[src/rtl/ofdm_pkg.sv]
// Shared types and constellation constants for the OFDM transmit chain.
// Levels are Q2.10 magnitudes; the sign is applied by the consumer.
package ofdm_pkg;

    localparam int BLK_SIZE_DEFAULT = 1152;
    localparam int IQ_W_DEFAULT     = 12;

    typedef enum logic [1:0] {
        BPSK  = 2'd0,
        QPSK  = 2'd1,
        QAM16 = 2'd2,
        QAM64 = 2'd3
    } mod_t;

    localparam logic [10:0] LVL_BPSK = 11'd1024;
    localparam logic [10:0] LVL_QPSK = 11'd724;
    localparam logic [10:0] LVL16_O  = 11'd972;
    localparam logic [10:0] LVL16_I  = 11'd324;
    localparam logic [10:0] LVL64_7  = 11'd1106;
    localparam logic [10:0] LVL64_5  = 11'd790;
    localparam logic [10:0] LVL64_3  = 11'd474;
    localparam logic [10:0] LVL64_1  = 11'd158;

    // Coded bits per subcarrier.
    function automatic logic [2:0] ncpc(input mod_t m);
        case (m)
            BPSK:    return 3'd1;
            QPSK:    return 3'd2;
            QAM16:   return 3'd4;
            default: return 3'd6;
        endcase
    endfunction

    // Gray-coded 64-QAM magnitude; code is {first bit, second bit}.
    function automatic logic [10:0] lvl64(input logic [1:0] code);
        case (code)
            2'b00:   return LVL64_7;
            2'b01:   return LVL64_5;
            2'b11:   return LVL64_3;
            default: return LVL64_1;
        endcase
    endfunction

endpackage

[src/rtl/qam_level_lut.sv]
// Combinational Gray-mapped constellation lookup: modulation + 6 bits -> I/Q.
// Shared with the preamble and pilot generators.
module qam_level_lut
    import ofdm_pkg::*;
#(
    parameter int IQ_W = IQ_W_DEFAULT
) (
    input  logic                   [1:0]      mod,
    input  logic                   [5:0]      bits,
    output logic signed            [IQ_W-1:0] i,
    output logic signed            [IQ_W-1:0] q
);

    logic [10:0]     mag_i, mag_q;
    logic            neg_i, neg_q;
    logic [IQ_W-1:0] ext_i, ext_q;

    // NOTE: every output of a combinational block gets a default first so no path leaves it unassigned (which would infer a latch).
    always_comb begin
        mag_i = '0;
        mag_q = '0;
        neg_i = 1'b0;
        neg_q = 1'b0;
        case (mod_t'(mod))
            BPSK: begin
                mag_i = LVL_BPSK;
                neg_i = bits[0];
            end
            QPSK: begin
                mag_i = LVL_QPSK;
                neg_i = bits[0];
                mag_q = LVL_QPSK;
                neg_q = bits[1];
            end
            QAM16: begin
                mag_i = bits[1] ? LVL16_I : LVL16_O;
                neg_i = bits[0];
                mag_q = bits[3] ? LVL16_I : LVL16_O;
                neg_q = bits[2];
            end
            default: begin
                mag_i = lvl64({bits[1], bits[2]});
                neg_i = bits[0];
                mag_q = lvl64({bits[4], bits[5]});
                neg_q = bits[3];
            end
        endcase
    end

    assign ext_i = IQ_W'(mag_i);
    assign ext_q = IQ_W'(mag_q);
    assign i     = neg_i ? -ext_i : ext_i;
    assign q     = neg_q ? -ext_q : ext_q;

endmodule

[src/rtl/ofdm_qam_mapper.sv]
// Constellation mapper: takes one interleaved block per handshake and
// streams one I/Q subcarrier per cycle, decoding the low bits of a shift register.
module ofdm_qam_mapper
    import ofdm_pkg::*;
#(
    parameter int BLK_SIZE = BLK_SIZE_DEFAULT,
    parameter int IQ_W     = IQ_W_DEFAULT
) (
    input  logic                       clk,
    input  logic                       reset,
    input  logic        [BLK_SIZE-1:0] in_blk,
    input  logic                       in_blk_valid,
    output logic                       in_blk_ready,
    input  logic        [1:0]          mod_id,
    input  logic        [7:0]          n_sc,
    output logic signed [IQ_W-1:0]     out_i,
    output logic signed [IQ_W-1:0]     out_q,
    output logic                       out_valid,
    input  logic                       out_ready,
    output logic                       out_last
);

    typedef enum logic {
        S_IDLE,
        S_EMIT
    } state_t;

    state_t                state;
    logic [7:0]            count;
    logic [BLK_SIZE-1:0]   sreg;
    mod_t                  mod_r;
    logic                  ready_r;
    logic signed [IQ_W-1:0] lut_i, lut_q;

    // NOTE: the shift register is a plain datapath register, not a RAM, so clearing it on reset is cheap and keeps aborted data from resurfacing.
    always_ff @(posedge clk) begin
        if (!reset) begin
            state   <= S_IDLE;
            count   <= '0;
            sreg    <= '0;
            mod_r   <= BPSK;
            ready_r <= 1'b0;
        end else begin
            // NOTE: non-blocking assignments so every flop samples pre-edge values regardless of statement order.
            case (state)
                S_IDLE: begin
                    ready_r <= 1'b1;
                    if (ready_r && in_blk_valid) begin
                        sreg  <= in_blk;
                        mod_r <= mod_t'(mod_id);
                        if (n_sc != '0) begin
                            state   <= S_EMIT;
                            count   <= n_sc - 8'd1;
                            ready_r <= 1'b0;
                        end
                    end
                end
                S_EMIT: begin
                    if (out_ready) begin
                        if (count == '0) begin
                            state   <= S_IDLE;
                            ready_r <= 1'b1;
                        end else begin
                            count <= count - 8'd1;
                            // Zero fill means an overrun block simply emits zero-bit symbols.
                            sreg  <= sreg >> ncpc(mod_r);
                        end
                    end
                end
                default: state <= S_IDLE;
            endcase
        end
    end

    qam_level_lut #(
        .IQ_W (IQ_W)
    ) u_lut (
        .mod  (mod_r),
        .bits (sreg[5:0]),
        .i    (lut_i),
        .q    (lut_q)
    );

    assign in_blk_ready = ready_r;
    assign out_valid    = (state == S_EMIT);
    assign out_last     = out_valid && (count == '0);
    assign out_i        = out_valid ? lut_i : '0;
    assign out_q        = out_valid ? lut_q : '0;

endmodule

[config.mk]
export PLATFORM = sky130hd
export DESIGN_NAME = ofdm_qam_mapper
export DESIGN_NICKNAME = d
export VERILOG_FILES = /design/src/rtl/ofdm_pkg.sv /design/src/rtl/qam_level_lut.sv /design/src/rtl/ofdm_qam_mapper.sv
export SDC_FILE = /design/constraint.sdc
export NUM_CORES = 2
export LEC_CHECK = 0
export ABC_AREA = 0
export BUFFER_PORTS_ARGS = -buffer_cell sky130_fd_sc_hd__buf_2
export CAP_MARGIN = 20
export CORE_AREA = 2 2 458 460
export DETAILED_ROUTE_END_ITERATION = 6
export DIE_AREA = 0 0 460 462
export PLACE_DENSITY = 0.7
export REMOVE_ABC_BUFFERS = 1
export SYNTH_ARGS = -nofsm -noshare
export SYNTH_HDL_FRONTEND = slang
export SYNTH_SLANG_ARGS = --single-unit
[constraint.sdc]
create_clock -name clk -period 3.1 [get_ports clk]
set_clock_uncertainty 0.2 [all_clocks]
set_input_delay 0.31 -clock clk [delete_from_list [all_inputs] [get_ports clk]]
set_output_delay 0.31 -clock clk [all_outputs]
set_load 0.02 [all_outputs]
==> results.md, run 1 <==
- Post-Syn Instances: 9299
- Placed instance count: 12500
- Post-synthesis sequential area ratio: 29.2%
- Syn_area_per_cell: 8.57 um2
- CTS buffer count: 148
- Ys Warns: 0
- # IOs: 1193
- Number of synthesized flops with an enable pin: 0
- GRT Total Usage: 31.6%
- Largest net degree at the start of global routing: 198
- Main synth FF type: dfxtp_1
- RD Place Congestion: 0.991
- First-pass GRT wire length: 525000 um
- Initial Utilization: 38.3%
- Die height: 462 um
- Die X-Extent: 460 um
- # H-tree levels: 4
- Cell area after synthesis: 79700 um2
- DP Area: 89000 um2
- CTS Buffer Depth: 3
- Port-buffer cells: 1190
- # clock sinks: 1164
- Run Error: [ERROR GRT-0116] Global routing finished with congestion. Check the congestion regions in the DRC Viewer.
- Seq cells post-synth: 1164
- Vias in the first global route: 89100
- Root Driver: clkbuf_16
- Exit stage: 5_1_grt
- Distinct cell type count after synthesis: 60
- Status: stopped before the end
- Detailed placer's ending HPWL: 236000 um
- Grt ovf: 21
- Async set-reset flop share out of synthesis: 0%
- Rows: 168
==> Yosys cell counts, types with 3 or more instances <==
library cell  instances  area share (%)
buf_6                17            0.24
buf_2               388             2.4
a211oi_1              7           0.066
buf_1                73            0.34
nor3b_1               3           0.028
a21oi_1            2303              14
ha_1                 17            0.27
o21ai_0             525             3.3
xor2_1                5           0.055
buf_4                66            0.62
nand2b_1              5           0.039
nand3_1              10           0.063
xnor2_1               8           0.088
a22o_1             1140              13
clkbuf_1            495             2.3
dfxtp_1            1164              29
nor2b_1               8           0.063
a31oi_1               5           0.039
mux2i_1            2290              29
nor2_1               46            0.22
a32oi_1               3           0.033
a221oi_1              8           0.088
o21ai_1             631             4.0
o21a_1                3           0.028
inv_1                11           0.052
nand2_1              17           0.080
nor3_1                9           0.057
a222oi_1              4           0.050
==> metrics by stage <==
step	worst slack, ns	hold WS (ns)	util [%]
floorplan	-134.41	0.237	-
global placement	0.151	0.252	42.8
CTS	0.0140	0.0296	51.0
detailed placement	0.125	0.259	42.8
==> routing by layer <==
layer / track usage (%) / overflow
met2: 48.9 / 16
met3: 11.4 / 0
met5: 1.29 / 0
met1: 36.4 / 0
met4: 20.7 / 5
==> kinds of logic after synthesis <==
| logic type | Yosys count | synth area share (%) |
|---|---|---|
| compound gates | 4648 | 34.8 |
| xor+xnor | 13 | 0.143 |
| fa+ha+maj | 17 | 0.267 |
| buf+inv | 1052 | 6.03 |
| flops | 1164 | 29.2 |
| mux | 2294 | 28.8 |
| other cells | 1 | 0.00471 |
| simple gates | 110 | 0.685 |
==> what timing repair did <==
action / CTS
endpoints found under the hold margin: 1164
endpoints found under the setup margin: 19
cloned: 2
setup buffers: 5
pin swaps: 3
hold buffers: 1196
gates resized for setup: 27
==> run 2, diff against run 1 <==
CORE_AREA = 2 2 463 465   (was 2 2 458 460)
DIE_AREA = 0 0 465 467   (was 0 0 460 462)
PLACE_DENSITY = unset   (was 0.7)
PLACE_DENSITY_LB_ADDON = 0.15   (was unset)
==> run 2 against run 1 <==
  * Area after synthesis unchanged
  * Synthesized cell count is the same
  * The flow now finishes without violations
==> results.md, run 2 <==
- Sequential cell area: 23300 um2
- Syn_area_per_cell: 8.57 um2
- Post-synthesis sequential area ratio: 29.2%
- CTS buffer count: 153
- Cell area after synthesis: 79700 um2
- Setup-failing EPs final: 0
- RD Place Congestion: 0.947
- Peak supply drop: 0.000606 V
- CP Data Required Time: 2.59 ns
- Reg clk slew, reported paths: 0.06 ns
- Worst Path Max Fanout: 5
- Top delay family on crit path: buffers and inverters
- Post-Syn Instances: 9299
- DR WL/cell: 23.5 um
- # IOs: 1193
- Regs by FF count: sreg x1152, count x8, mod_r x2
- Vias/cell: 5.91
- Ys Warns: 0
- Footprint of the multi-input gates: 51700 um2
- Final Hold Vio Count: 0
- Synth top area share: 29.2%
- Rows: 169
- Leak: 54.3 nW
- Fin crit period: 3.08 ns
- Critical path class: flip-flop to primary output
- Initial antenna violation count: 164
- Min Hold Slack: 0.120 ns
- Total of max-cap violations: 0
- Placed instance count: 12700
- Min-delay src: in_blk[468]
- Iter 0 DRT Violations: 6695
- Via count: 84300
- Clk Latency, worst-skew pair: 0.81 ns
- Total Power: 52.7 mW
- Pwr dens: 492 nW/um2
- Worst hold path class: input pin to flip-flop
- # fillers: 19700
- Slew headroom: 27.3%
- R2r startpoint: mod_r[0]
- TNS Setup: 0 ns
- Slew Viols, Final: 0
- # H-tree levels: 4
- Full die area: 217000 um2
- CTS tree: built
- Commonest non-fill, non-tap cells in the layout: a21oi_1 (2303), mux2i_1 (2289), buf_2 (1181)
- Largest register FFs: 1152
- Die X-Extent: 465 um
- Final #Nets: 12400
- Most common cell after layout, fill and taps aside: a21oi_1
- Layout cells sized above 1: 16.7%
- Count leader, synth: a21oi_1
- Non-Filler Instances: 14300
- DRC: 0
- Slew @ Worst Pin: 1.09 ns
- Slowest CP cell: dfxtp_4
- Largest Register: sreg
- Fmax: 325 MHz
- Initial Utilization: 37.7%
- RSZ-0062 raised after global routing: yes
- Distinct cell type count after synthesis: 60
- Post-route cell area: 107000 um2
- Tcrit/Tclk final: 99.2%
- Main synth FF type: dfxtp_1
- Grt ovf: 0
- Critical-path cell list: buf_6, ha_4, a221o_1, o21ai_4, buf_6, nor2_2, a211oi_2, buf_4, buf_6
- Crit path from: mod_r[0]
- CTS Buffer Depth: 3
- CP Data Arrival Time: 2.57 ns
- WP buf/inv: 4
- Port-buffer cells: 1190
- TritonRoute pass-1 iters: 5
- Seq cells post-synth: 1164
- GRT Total Usage: 29.0%
- Die height: 467 um
- Async set-reset flop share out of synthesis: 0%
- Crit. End Element: primary output
- Leading post-synthesis cells by cell area: dfxtp_1 (29%), mux2i_1 (29%), a21oi_1 (14%), a22o_1 (13%), o21ai_1 (4.0%)
- First-pass GRT wire length: 503000 um
- CP peak stage delay: 0.37 ns
- Number of synthesized flops with an enable pin: 0
- Vias in the first global route: 82000
- Root Driver: clkbuf_16
- # clock sinks: 1164
- CP Launch Type: flip-flop
- DP Area: 89500 um2
- Top post-synthesis cells by count: a21oi_1 (2303), mux2i_1 (2290), dfxtp_1 (1164), a22o_1 (1140), o21ai_1 (631)
- Routed wire length: 335000 um
- Core area: 212000 um2
- Detailed placer's ending HPWL: 236000 um
- Largest net degree at the start of global routing: 185
- Syn-to-layout area delta: 34.4%
- Area leader, netlist: dfxtp_1
- Status: completed
- Routed Antenna Nets: 0
- Worst path most repeated cell: buf_6
[run 2: cell counts after synthesis]
No cell type changed its count.
[run 2: worst paths after layout]
| path | end | slack (ns) | cells after the start |
|---|---|---|---|
| max | out_q[4] | 0.02 | 9 |
| min | sreg[468] | 0.12 | 4 |
| max reg2reg | sreg[1015] | 0.09 | 11 |
| min reg2reg | count[4] | 0.28 | 2 |
[run 2: cells by family after synthesis]
logic type               Yosys count  share of synthesized area, %
multiplexers                    2294                          28.8
adder cells (fa/ha/maj)           17                         0.267
AND/OR/NAND/NOR                  110                         0.685
buffers and inverters           1052                          6.03
AO/OA/AOI/OAI                   4648                          34.8
XOR/XNOR                          13                         0.143
other                              1                       0.00471
flip-flops                      1164                          29.2
[run 2: layout make-up]
class / count / area share, %
multi-input combinational: 7084 / 48.3
sequential: 1164 / 21.8
timing repair buffer: 2772 / 21.4
clock buffer: 233 / 4.41
tap: 2821 / 3.29
clock inverter: 46 / 0.523
antenna: 127 / 0.297
inverter: 13 / 0.0572
[run 2: per-stage QoR]
stage	util (%)	setup slack [ns]
2_1_floorplan	-	-134.41
3_3_place_gp	42.3	-0.0424
3_5_place_dp	42.3	-0.0298
4_1_cts	50.4	-0.0156
5_1_grt	50.6	-0.127
6_report	50.6	0.0236
[run 2: per-layer routing]
| metal | vias up | GRT usage, % | part of all wire [%] |
|---|---|---|---|
| li1 | 39800 | - | - |
| met5 | - | 0 | 0.13 |
| met3 | 842 | 5.13 | 6.5 |
| met2 | 3327 | 45.7 | 45 |
| met1 | 40200 | 37.4 | 43 |
| met4 | 70 | 16.3 | 6.0 |
[run 2: timing repair]
| action | 4_1_cts | 5_1_grt |
|---|---|---|
| cloned | 0 | 0 |
| endpoints found under the setup margin | 23 | 16 |
| resized for setup | 33 | 26 |
| endpoints found under the hold margin | 1164 | 0 |
| buffers inserted | 10 | 0 |
| pin swaps | 8 | 0 |
| hold buffers | 1178 | 0 |
[run 2: power by group]
part | switching, mW | internal, mW | leakage, nW | total (mW)
logic | 8.86 | 6.61 | 42.1 | 15.5
registers | 1.54 | 16.8 | 9.58 | 18.3
clock network | 7.57 | 11.4 | 2.63 | 19.0
[run 2: worst min-delay path, delay by kind of cell]
family | cells | cell delay (ns)
compound gates | 2 | 0.17
buf+inv | 2 | 0.61
Power figures use the tool's default switching activity.
